`src/rtl/cache_pkg.sv`:
```
// rtl/cache_pkg.sv - shared types and constants for the cache memory arbiter
package cache_pkg;

  typedef enum logic [1:0] {
    IDLE   = 2'd0,
    FILL_I = 2'd1,
    FILL_D = 2'd2,
    WRITE  = 2'd3
  } arb_state_t;

  localparam int              CNT_W       = 4;
  localparam logic [CNT_W-1:0] BLOCK_WORDS = 4'd8;
  localparam logic [15:0]     BLOCK_MASK  = 16'hFFF0;
  localparam int              MEM_LAT     = 4;

endpackage

```
`src/rtl/fill_counter.sv`:
```
// rtl/fill_counter.sv - saturating 0..BLOCK_WORDS word counter for one block fill
module fill_counter
  import cache_pkg::*;
(
  input  logic             clk,
  input  logic             rst,
  input  logic             i_clr,
  input  logic             i_inc,
  output logic [CNT_W-1:0] o_cnt
);

  logic [CNT_W-1:0] r_cnt;

  // Count up to BLOCK_WORDS and hold there; never wraps inside a fill
  always_ff @(posedge clk) begin
    if (rst || i_clr) begin
      r_cnt <= '0;
    end else if (i_inc && (r_cnt < BLOCK_WORDS)) begin
      r_cnt <= r_cnt + 4'd1;
    end
  end

  assign o_cnt = r_cnt;

endmodule

```
`src/rtl/cache_mem_arbiter.sv`:
```
// rtl/cache_mem_arbiter.sv - arbitrates I/D cache fills and D write-through onto one memory port
module cache_mem_arbiter
  import cache_pkg::*;
(
  input  logic        clk,
  input  logic        rst,
  input  logic        i_miss,
  input  logic [15:0] i_miss_addr,
  input  logic        d_miss,
  input  logic [15:0] d_miss_addr,
  input  logic        d_wr_req,
  input  logic [15:0] d_wr_addr,
  input  logic [15:0] d_wr_data,
  output logic        mem_en,
  output logic        mem_wr,
  output logic [15:0] mem_addr,
  output logic [15:0] mem_wdata,
  input  logic [15:0] mem_rdata,
  input  logic        mem_valid,
  output logic [15:0] fill_data,
  output logic [2:0]  fill_word,
  output logic        i_fill_we,
  output logic        d_fill_we,
  output logic        i_fill_done,
  output logic        d_fill_done,
  output logic        d_wr_ack,
  output logic        busy
);

  arb_state_t       r_state;
  arb_state_t       w_next;
  logic [15:0]      r_base;
  logic [CNT_W-1:0] w_issue_cnt;
  logic [CNT_W-1:0] w_recv_cnt;
  logic             w_fill;
  logic             w_idle;
  logic             w_last;

  assign w_idle = (r_state == IDLE);
  assign w_fill = (r_state == FILL_I) || (r_state == FILL_D);
  // The 8th returning word closes the fill
  assign w_last = w_fill && mem_valid && (w_recv_cnt == (BLOCK_WORDS - 4'd1));

  // Counters are held clear while idle so every grant starts from zero
  fill_counter u_issue_cnt (
    .clk   (clk),
    .rst   (rst),
    .i_clr (w_idle),
    .i_inc (w_fill),
    .o_cnt (w_issue_cnt)
  );

  fill_counter u_recv_cnt (
    .clk   (clk),
    .rst   (rst),
    .i_clr (w_idle),
    .i_inc (w_fill && mem_valid),
    .o_cnt (w_recv_cnt)
  );

  // State register
  always_ff @(posedge clk) begin
    if (rst) begin
      r_state <= IDLE;
    end else begin
      r_state <= w_next;
    end
  end

  // Capture the granted block base once; the requester may move its address afterwards
  always_ff @(posedge clk) begin
    if (rst) begin
      r_base <= '0;
    end else if (w_idle && !d_wr_req) begin
      if (d_miss) begin
        r_base <= d_miss_addr & BLOCK_MASK;
      end else if (i_miss) begin
        r_base <= i_miss_addr & BLOCK_MASK;
      end
    end
  end

  // Next state: fixed priority grant from IDLE, no preemption elsewhere
  always_comb begin
    w_next = r_state;
    case (r_state)
      IDLE: begin
        if (d_wr_req)    w_next = WRITE;
        else if (d_miss) w_next = FILL_D;
        else if (i_miss) w_next = FILL_I;
      end
      FILL_I, FILL_D: begin
        if (w_last) w_next = IDLE;
      end
      WRITE:   w_next = IDLE;
      default: w_next = IDLE;
    endcase
  end

  // Outputs: memory strobes, fill write enables and completion pulses
  always_comb begin
    mem_en      = 1'b0;
    mem_wr      = 1'b0;
    mem_addr    = '0;
    mem_wdata   = '0;
    fill_word   = '0;
    i_fill_we   = 1'b0;
    d_fill_we   = 1'b0;
    i_fill_done = 1'b0;
    d_fill_done = 1'b0;
    d_wr_ack    = 1'b0;
    case (r_state)
      FILL_I, FILL_D: begin
        if (w_issue_cnt < BLOCK_WORDS) begin
          mem_en   = 1'b1;
          mem_addr = r_base + {11'd0, w_issue_cnt, 1'b0};
        end
        fill_word = w_recv_cnt[2:0];
        if (r_state == FILL_I) begin
          i_fill_we   = mem_valid;
          i_fill_done = w_last;
        end else begin
          d_fill_we   = mem_valid;
          d_fill_done = w_last;
        end
      end
      WRITE: begin
        mem_en    = 1'b1;
        mem_wr    = 1'b1;
        mem_addr  = d_wr_addr;
        mem_wdata = d_wr_data;
        d_wr_ack  = 1'b1;
      end
      default: begin
      end
    endcase
  end

  assign busy      = !w_idle;
  assign fill_data = mem_rdata;

endmodule

```
`config.mk`:
```
export PLATFORM = sky130hd
export DESIGN_NAME = cache_mem_arbiter
export DESIGN_NICKNAME = d
export VERILOG_FILES = /design/src/rtl/cache_pkg.sv /design/src/rtl/fill_counter.sv /design/src/rtl/cache_mem_arbiter.sv
export SDC_FILE = /design/constraint.sdc
export NUM_CORES = 1
export LEC_CHECK = 0
export CAP_MARGIN = 10
export CORE_ASPECT_RATIO = 1.4
export CORE_MARGIN = 2
export CORE_UTILIZATION = 31
export CTS_CLUSTER_DIAMETER = 200
export DETAILED_ROUTE_END_ITERATION = 16
export GPL_ROUTABILITY_DRIVEN = 1
export MAX_ROUTING_LAYER = met4
export PLACE_DENSITY_LB_ADDON = 0.3
export SETUP_SLACK_MARGIN = 0.1
export SLEW_MARGIN = 10
export SYNTH_ARGS = -nofsm -noshare
export SYNTH_HDL_FRONTEND = slang
export SYNTH_SLANG_ARGS = --single-unit
```
`constraint.sdc`:
```
create_clock -name clk -period 1.9 [get_ports clk]
set_clock_uncertainty 0.05 [all_clocks]
set_input_delay 0.285 -clock clk [delete_from_list [all_inputs] [get_ports clk]]
set_output_delay 0.285 -clock clk [all_outputs]
set_load 0.005 [all_outputs]
```
==> impl_metrics.tcl, run 1 <==
set metrics [dict create \
    cts.sinks 22 \
    netSwitchingFraction_pct 36.2 \
    p_int_uw 2060 \
    start_kind "flop" \
    dp_worst_setup_slack_ns -0.220 \
    synthSimpleGateAreaFrac_pct 20.3 \
    worst-path-max-fanout 4 \
    grt_usage_pct 19.9 \
    die_h_um 89.7 \
    ff_latch_area_um2 443 \
    maxSlewViolCount 0 \
    nFillCells 503 \
    p_comb_share_pct 69.9 \
    cp_top_family "buffers and inverters" \
    holdWs_ns 0.491 \
    avgSynthCellArea_um2 8.42 \
    p_sw_uw 1170 \
    route.detailed.drc 0 \
    drive_gt1_share_pct 37.8 \
    postSynthCellCount 193 \
    path_cells "inv_2 > ha_4 > nor2b_4 > buf_6 > buf_6 > buf_6 > a22oi_2 > nor2_1 > buf_2" \
    rsz0062_at_grt "yes" \
    nNetsFinal 405 \
    rrSetupSlack_ns 0.15 \
    cts_buffers 3 \
    status "finished with violations" \
    wl_per_cell_um 14.9 \
    setup_viol 15 \
    p_clk_share_pct 10.8 \
    grt_max_degree 14 \
    ys_types 30 \
    syn_area_um2 1630 \
    syn_to_final_growth_pct 83.4 \
    firstDrtPassIters 4 \
    seq_area_frac_synth_pct 27.1 \
    wl_mm 5.63 \
    yosysWarningCount 0 \
    violations "negative setup slack" \
    die_area_um2 5850 \
    slowest_stage "dfxtp_2" \
    cp.arrival_ns 1.69 \
    synth_adder_area_share_pct 4.62 \
    cp_common_cell "buf_6" \
    max_freq_ghz 0.494 \
    slew-limit-headroom_pct 83.7 \
    rows 31 \
    place_hpwl_mm 3.84 \
    synth_xor_area_share_pct 2.16 \
    total_power_uw 3220 \
    max-cap-violations 0 \
    power_density_nw_per_um2 1080 \
    p_seq_share_pct 19.3 \
    cts.clk_slew.worst_paths_ns 0.08 \
    path_buf_inv 5 \
    cts_tree "built" \
    antennaDiodeCount 0 \
    clock_latency_ns 0.26 \
    antenna_found_initial 0 \
    synthMuxAreaShare_pct 9.31 \
    period_minus_slack_ns 2.02 \
    min_path_type "reg2reg" \
    synth_compound_area_share_pct 22.3 \
    grt_overflow_total 0 \
    synth_nets 285 \
    peakVddDrop_v 0.000541 \
    vias 1813 \
    synth_top_family_by_area "compound AO/OA/AOI/OAI gates" \
    placement.io_buffers 104 \
    grt_pass1_wl_mm 8.67 \
    tightestPinTransition_ns 0.238 \
    ios 145 \
    clock_path_buffers 2 \
    fp.dieW_um 65.2 \
    setup_ws_ns -0.123 \
    htree_levels 1 \
    period_share_pct 106 \
    drt_iter0_markers 27 \
    cts-root-buf "clkbuf_8" \
    grt_pass1_vias 1808 \
    coreArea_um2 5120 \
    required_ns 1.56 \
    slowest_delay_ns 0.34 \
    cp-end-kind "output pin" \
    start_util_pct 31.7 \
    fin_cells 378 \
    critPathKind "reg2out" \
    yosys_register_bits 22 \
    p_leak_uw 0.00132 \
    via_per_inst 4.80 \
    dp_cells 345 \
    final_hold_viol_count 0 \
    gp_congestion 0.755 \
    multi_input_area_um2 1050 \
    final_antenna_net_count 0 \
]
logic make-up after synthesis:
logic type,count (synthesis)
simple gates,62
compound gates,45
buf+inv,39
flops,22
mux,15
fa+ha+maj,6
xor+xnor,4
stage by stage:
| step | util (%) | instance area [um^2] | TNS, ns |
|---|---|---|---|
| final | 58.2 | 2980 | -0.999 |
| after global routing | 58.2 | 2980 | -2.31 |
| after CTS | 57.4 | 2940 | -1.04 |
| after detailed placement | 52.1 | 2670 | -3.20 |
| after global placement | 52.1 | 2670 | -2.69 |
| after floorplan | - | 1630 | 0 |
power groups by stage:
stage          clock [uW]  sequential [uW]  combinational (uW)
2_1_floorplan           0              607                 820
5_1_grt               368              636                2430
3_5_place_dp            0              622                1450
4_1_cts               347              623                2140
3_3_place_gp            0              620                1430
6_report              348              623                2250
per-layer routing:
metal	GRT usage, %	vias to the layer above	wire, um
li1	-	895	-
met1	21.2	825	2230
met2	36.0	75	2800
met3	4.36	18	461
met4	7.01	0	138
met5	-	-	0
cells in the final DEF (no fill, tap or decap), drive strengths merged, types with 6 or more instances in the layout:
cell type       n
dfxtp          22
buf            73
a22oi          15
clkdlybuf4s15   6
a21oi          12
clkbuf          7
inv             6
ha              6
mux2i          14
nor2           29
and2           22
clkdlybuf4s50  61
a211oi         13
flip-flops by register name, summed over array words and instances, names as in the netlist:
register and count:
u_issue_cnt.o_cnt 4, r_state 2, r_base 12, u_recv_cnt.o_cnt 4
area by class of cell:
cell class              count  area share [%]
inverters                   6           0.755
multi-input cells         132            35.2
well taps                  66            2.77
flip-flops and latches     22            14.9
repair buffers            148            44.6
clock buffers               4            1.85
repair_timing:
item,in CTS,in global routing
hold buffers,0,0
endpoints found under the hold margin,0,0
buffers inserted,21,4
gates resized for setup,169,18
pin swaps,16,11
cloned,4,0
setup endpoints to repair,43,39
synth_stat cells, drive strengths merged:
cell type / count / area, um^2
a31oi: 1 / 6.26
xor2: 3 / 26.3
nand3b: 2 / 15.0
and3: 2 / 12.5
xnor2: 1 / 8.76
a32oi: 1 / 8.76
nor2: 29 / 109
buf: 24 / 174
mux2i: 14 / 140
and2: 22 / 140
a22oi: 15 / 113
o31ai: 1 / 7.51
mux2: 1 / 11.3
nand4b: 3 / 26.3
ha: 6 / 75.1
nor2b: 2 / 12.5
inv: 6 / 22.5
a211oi: 13 / 148
or2: 2 / 15.0
clkbuf: 9 / 33.8
a41oi: 1 / 8.76
dfxtp: 22 / 440
a21oi: 12 / 60.1
a2111o: 1 / 11.3
path summary, 6_finish.rpt:
| kind | startpoint | endpoint | cells after the start |
|---|---|---|---|
| setup / recovery | r_state[1] | mem_addr[15] | 9 |
| hold / removal | u_recv_cnt.o_cnt[3] | u_recv_cnt.o_cnt[3] | 2 |
| setup reg to reg | r_state[0] | r_state[0] | 7 |
| hold reg to reg | u_recv_cnt.o_cnt[3] | u_recv_cnt.o_cnt[3] | 2 |
worst reg2reg max path, cell delays in order, from the launching register on:
cell and delay (ns):
dfxtp_2 0.34, inv_2 0.05, ha_4 0.24, buf_4 0.13, buf_6 0.12, buf_4 0.14
a32oi_2 0.20, mux2_2 0.36
Note: power is estimated with default switching activity, not from simulation.
==> inputs of run 2 (changes only) <==
Settings changed: CORE_UTILIZATION 31 to 32, RECOVER_POWER set to 50.
==> run 2 against run 1 <==
Effect of this change:
- the run still ends with negative setup slack left
- final area decreased by 1.8%
- critical path depth decreased by 1
- hold slack got worse by 0.0026 ns
- critical endpoint is now mem_addr[7]
- largest cell class unchanged
- final cell count decreased by 3.2%
- global-route usage increased by 0.11 points
- count of clock-buffer cells in the layout unchanged
- sequential power increased by 1%
==> impl_metrics.tcl, run 2 (same netlist as run 1, synthesis figures left out) <==
set metrics [dict create \
    antenna_found_initial 0 \
    p_leak_uw 0.00126 \
    final_antenna_net_count 0 \
    timing.rr.start "r_state[1]" \
    grtUsageMet2_pct 35.8 \
    slew-limit-headroom_pct 67.4 \
    worst-r2r-cell-count 8 \
    antennaDiodeCount 0 \
    grt_busiest_layer "met2" \
    maxSlewViolCount 0 \
    netSwitchingFraction_pct 36.7 \
    p_sw_uw 1140 \
    grt_usage_pct 20.0 \
    syn_to_final_growth_pct 80.1 \
    drive_gt1_share_pct 37.7 \
    final_hold_viol_count 0 \
    cp_common_cell "buf_6" \
    critPathKind "reg2out" \
    slowest_delay_ns 0.35 \
    period_share_pct 103 \
    final_common_cell "clkdlybuf4s50_1" \
    slowest_stage "dfxtp_2" \
    violations "negative setup slack" \
    path_cells "inv_2 > ha_4 > nor2b_4 > buf_6 > buf_6 > a22oi_1 > nor2_1 > buf_2" \
    cts_tree "built" \
    hold_depth 2 \
    nFillCells 455 \
    peakVddDrop_v 0.000682 \
    min_path_type "reg2reg" \
    grt_pass1_wl_mm 8.61 \
    setup-tns-final_ns -0.281 \
    rr_endpoint "r_state[0]" \
    setup_ws_ns -0.0610 \
    p_seq_share_pct 20.3 \
    place_hpwl_mm 3.80 \
    p_int_uw 1960 \
    hold_end "r_base[15]" \
    clock_latency_ns 0.26 \
    cts_hold_buf 0 \
    max-cap-violations 0 \
    cts_buffers 3 \
    gp_congestion 0.729 \
    dp_worst_setup_slack_ns -0.172 \
    htree_levels 1 \
    grt_max_degree 19 \
    status "finished with violations" \
    grt_overflow_total 0 \
    setup_viol 14 \
    fp.dieW_um 64.2 \
    start_kind "flop" \
    required_ns 1.56 \
    nNetsFinal 395 \
    grt_pass1_vias 1825 \
    min-delay-start "r_base[15]" \
    regMostFlops "r_base" \
    clock_path_buffers 2 \
    max_freq_ghz 0.510 \
    cp.arrival_ns 1.63 \
    worst-path-max-fanout 4 \
    die_h_um 88.3 \
    rsz0062_at_grt "yes" \
    cts-root-buf "clkbuf_8" \
    p_clk_share_pct 10.8 \
    die_area_um2 5670 \
    start_util_pct 33.3 \
    largest_reg_flops 12 \
    cts.clk_slew.worst_paths_ns 0.08 \
    drt_iter0_markers 60 \
    route.detailed.drc 0 \
    vias 1796 \
    wl_mm 5.65 \
    ios 145 \
    cp-end-kind "output pin" \
    grt_use_met1_pct 21.0 \
    via_per_inst 4.91 \
    rrSetupSlack_ns 0.11 \
    p_comb_share_pct 68.9 \
    tightestPinTransition_ns 0.489 \
    cp_top_family "buffers and inverters" \
    rows 30 \
    final_cell_mix "clkdlybuf4s50_1 (61), nor2_1 (29), buf_2 (20), dfxtp_1 (20)" \
    cts.sinks 22 \
    path_buf_inv 4 \
    holdWs_ns 0.488 \
    coreArea_um2 4880 \
    firstDrtPassIters 4 \
    wl_per_cell_um 15.4 \
    period_minus_slack_ns 1.96 \
    use_met3_pct 6.36 \
    power_density_nw_per_um2 1060 \
    placement.io_buffers 104 \
]
-- run 2: cell types whose count changed in the layout (fill, tap and decap cells not counted), sizes merged --
cell / before / now
bufbuf: 2 / 0
clkbuf: 7 / 19
buf: 73 / 55
clkdlybuf4s15: 6 / 3
dlygate4sd2: 3 / 4
-- run 2: power by group through the flow --
stage               clock (uW)  sequential, uW  combinational [uW]
floorplan                    0             607                 820
global placement             0             621                1440
detailed placement           0             623                1460
CTS                        344             627                1940
global route               356             640                2310
finish                     334             630                2130
-- run 2: worst register-to-register path, cell delays in order (launching register included) --
cell     delay [ns]
dfxtp_2        0.35
inv_2          0.06
ha_4           0.24
buf_4          0.13
buf_6          0.11
buf_6          0.12
buf_6          0.12
a32oi_2        0.19
mux2_4         0.32
-- run 2: how the worst max path moves through the flow --
stage / from / endpoint / cells after the start
finish: r_state[1] / mem_addr[7] / 8
global route: r_state[1] / mem_addr[4] / 8
CTS: r_state[0] / mem_addr[4] / 8
detailed placement: r_state[0] / mem_addr[12] / 7
global placement: r_state[0] / mem_addr[12] / 7
floorplan: r_state[0] / mem_addr[15] / 7
-- run 2: cell type report --
type / count / area (um^2) / share of cell area (%)
flip-flops and latches: 22 / 443 / 15.1
repair buffers: 138 / 1250 / 42.7
clock buffers: 4 / 55.1 / 1.88
multi-input cells: 132 / 1080 / 36.8
inverters: 6 / 22.5 / 0.769
well taps: 64 / 80.1 / 2.74
-- run 2: repair_timing --
| action | in CTS | in global routing |
|---|---|---|
| setup endpoints to repair | 43 | 38 |
| cloned | 2 | 2 |
| pin swaps | 11 | 16 |
| endpoints found under the hold margin | 0 | 0 |
| setup buffers | 11 | 5 |
| gates resized for setup | 145 | 42 |
-- run 2: per-stage QoR --
step / total power, uW / instance area (um^2) / util [%] / std cells
final: 3100 / 2930 / 60.0 / 366
after global routing: 3300 / 2930 / 60.0 / 366
after CTS: 2910 / 2860 / 58.5 / 359
after detailed placement: 2080 / 2660 / 54.4 / 342
after global placement: 2060 / 2660 / 54.4 / 342
after floorplan: 1430 / 1630 / - / 193
-- run 2: layer usage --
metal | routed length [um] | up-vias
met1 | 2140 | 825
met4 | 116 | 0
met3 | 530 | 16
met2 | 2860 | 82
li1 | - | 873
met5 | 0 | -
==> inputs of run 3 (changes only) <==
Settings changed: CAP_MARGIN 10 to 30.
==> results of run 3 <==
No change in the layout: final DEF, timing and power equal those of run 2.
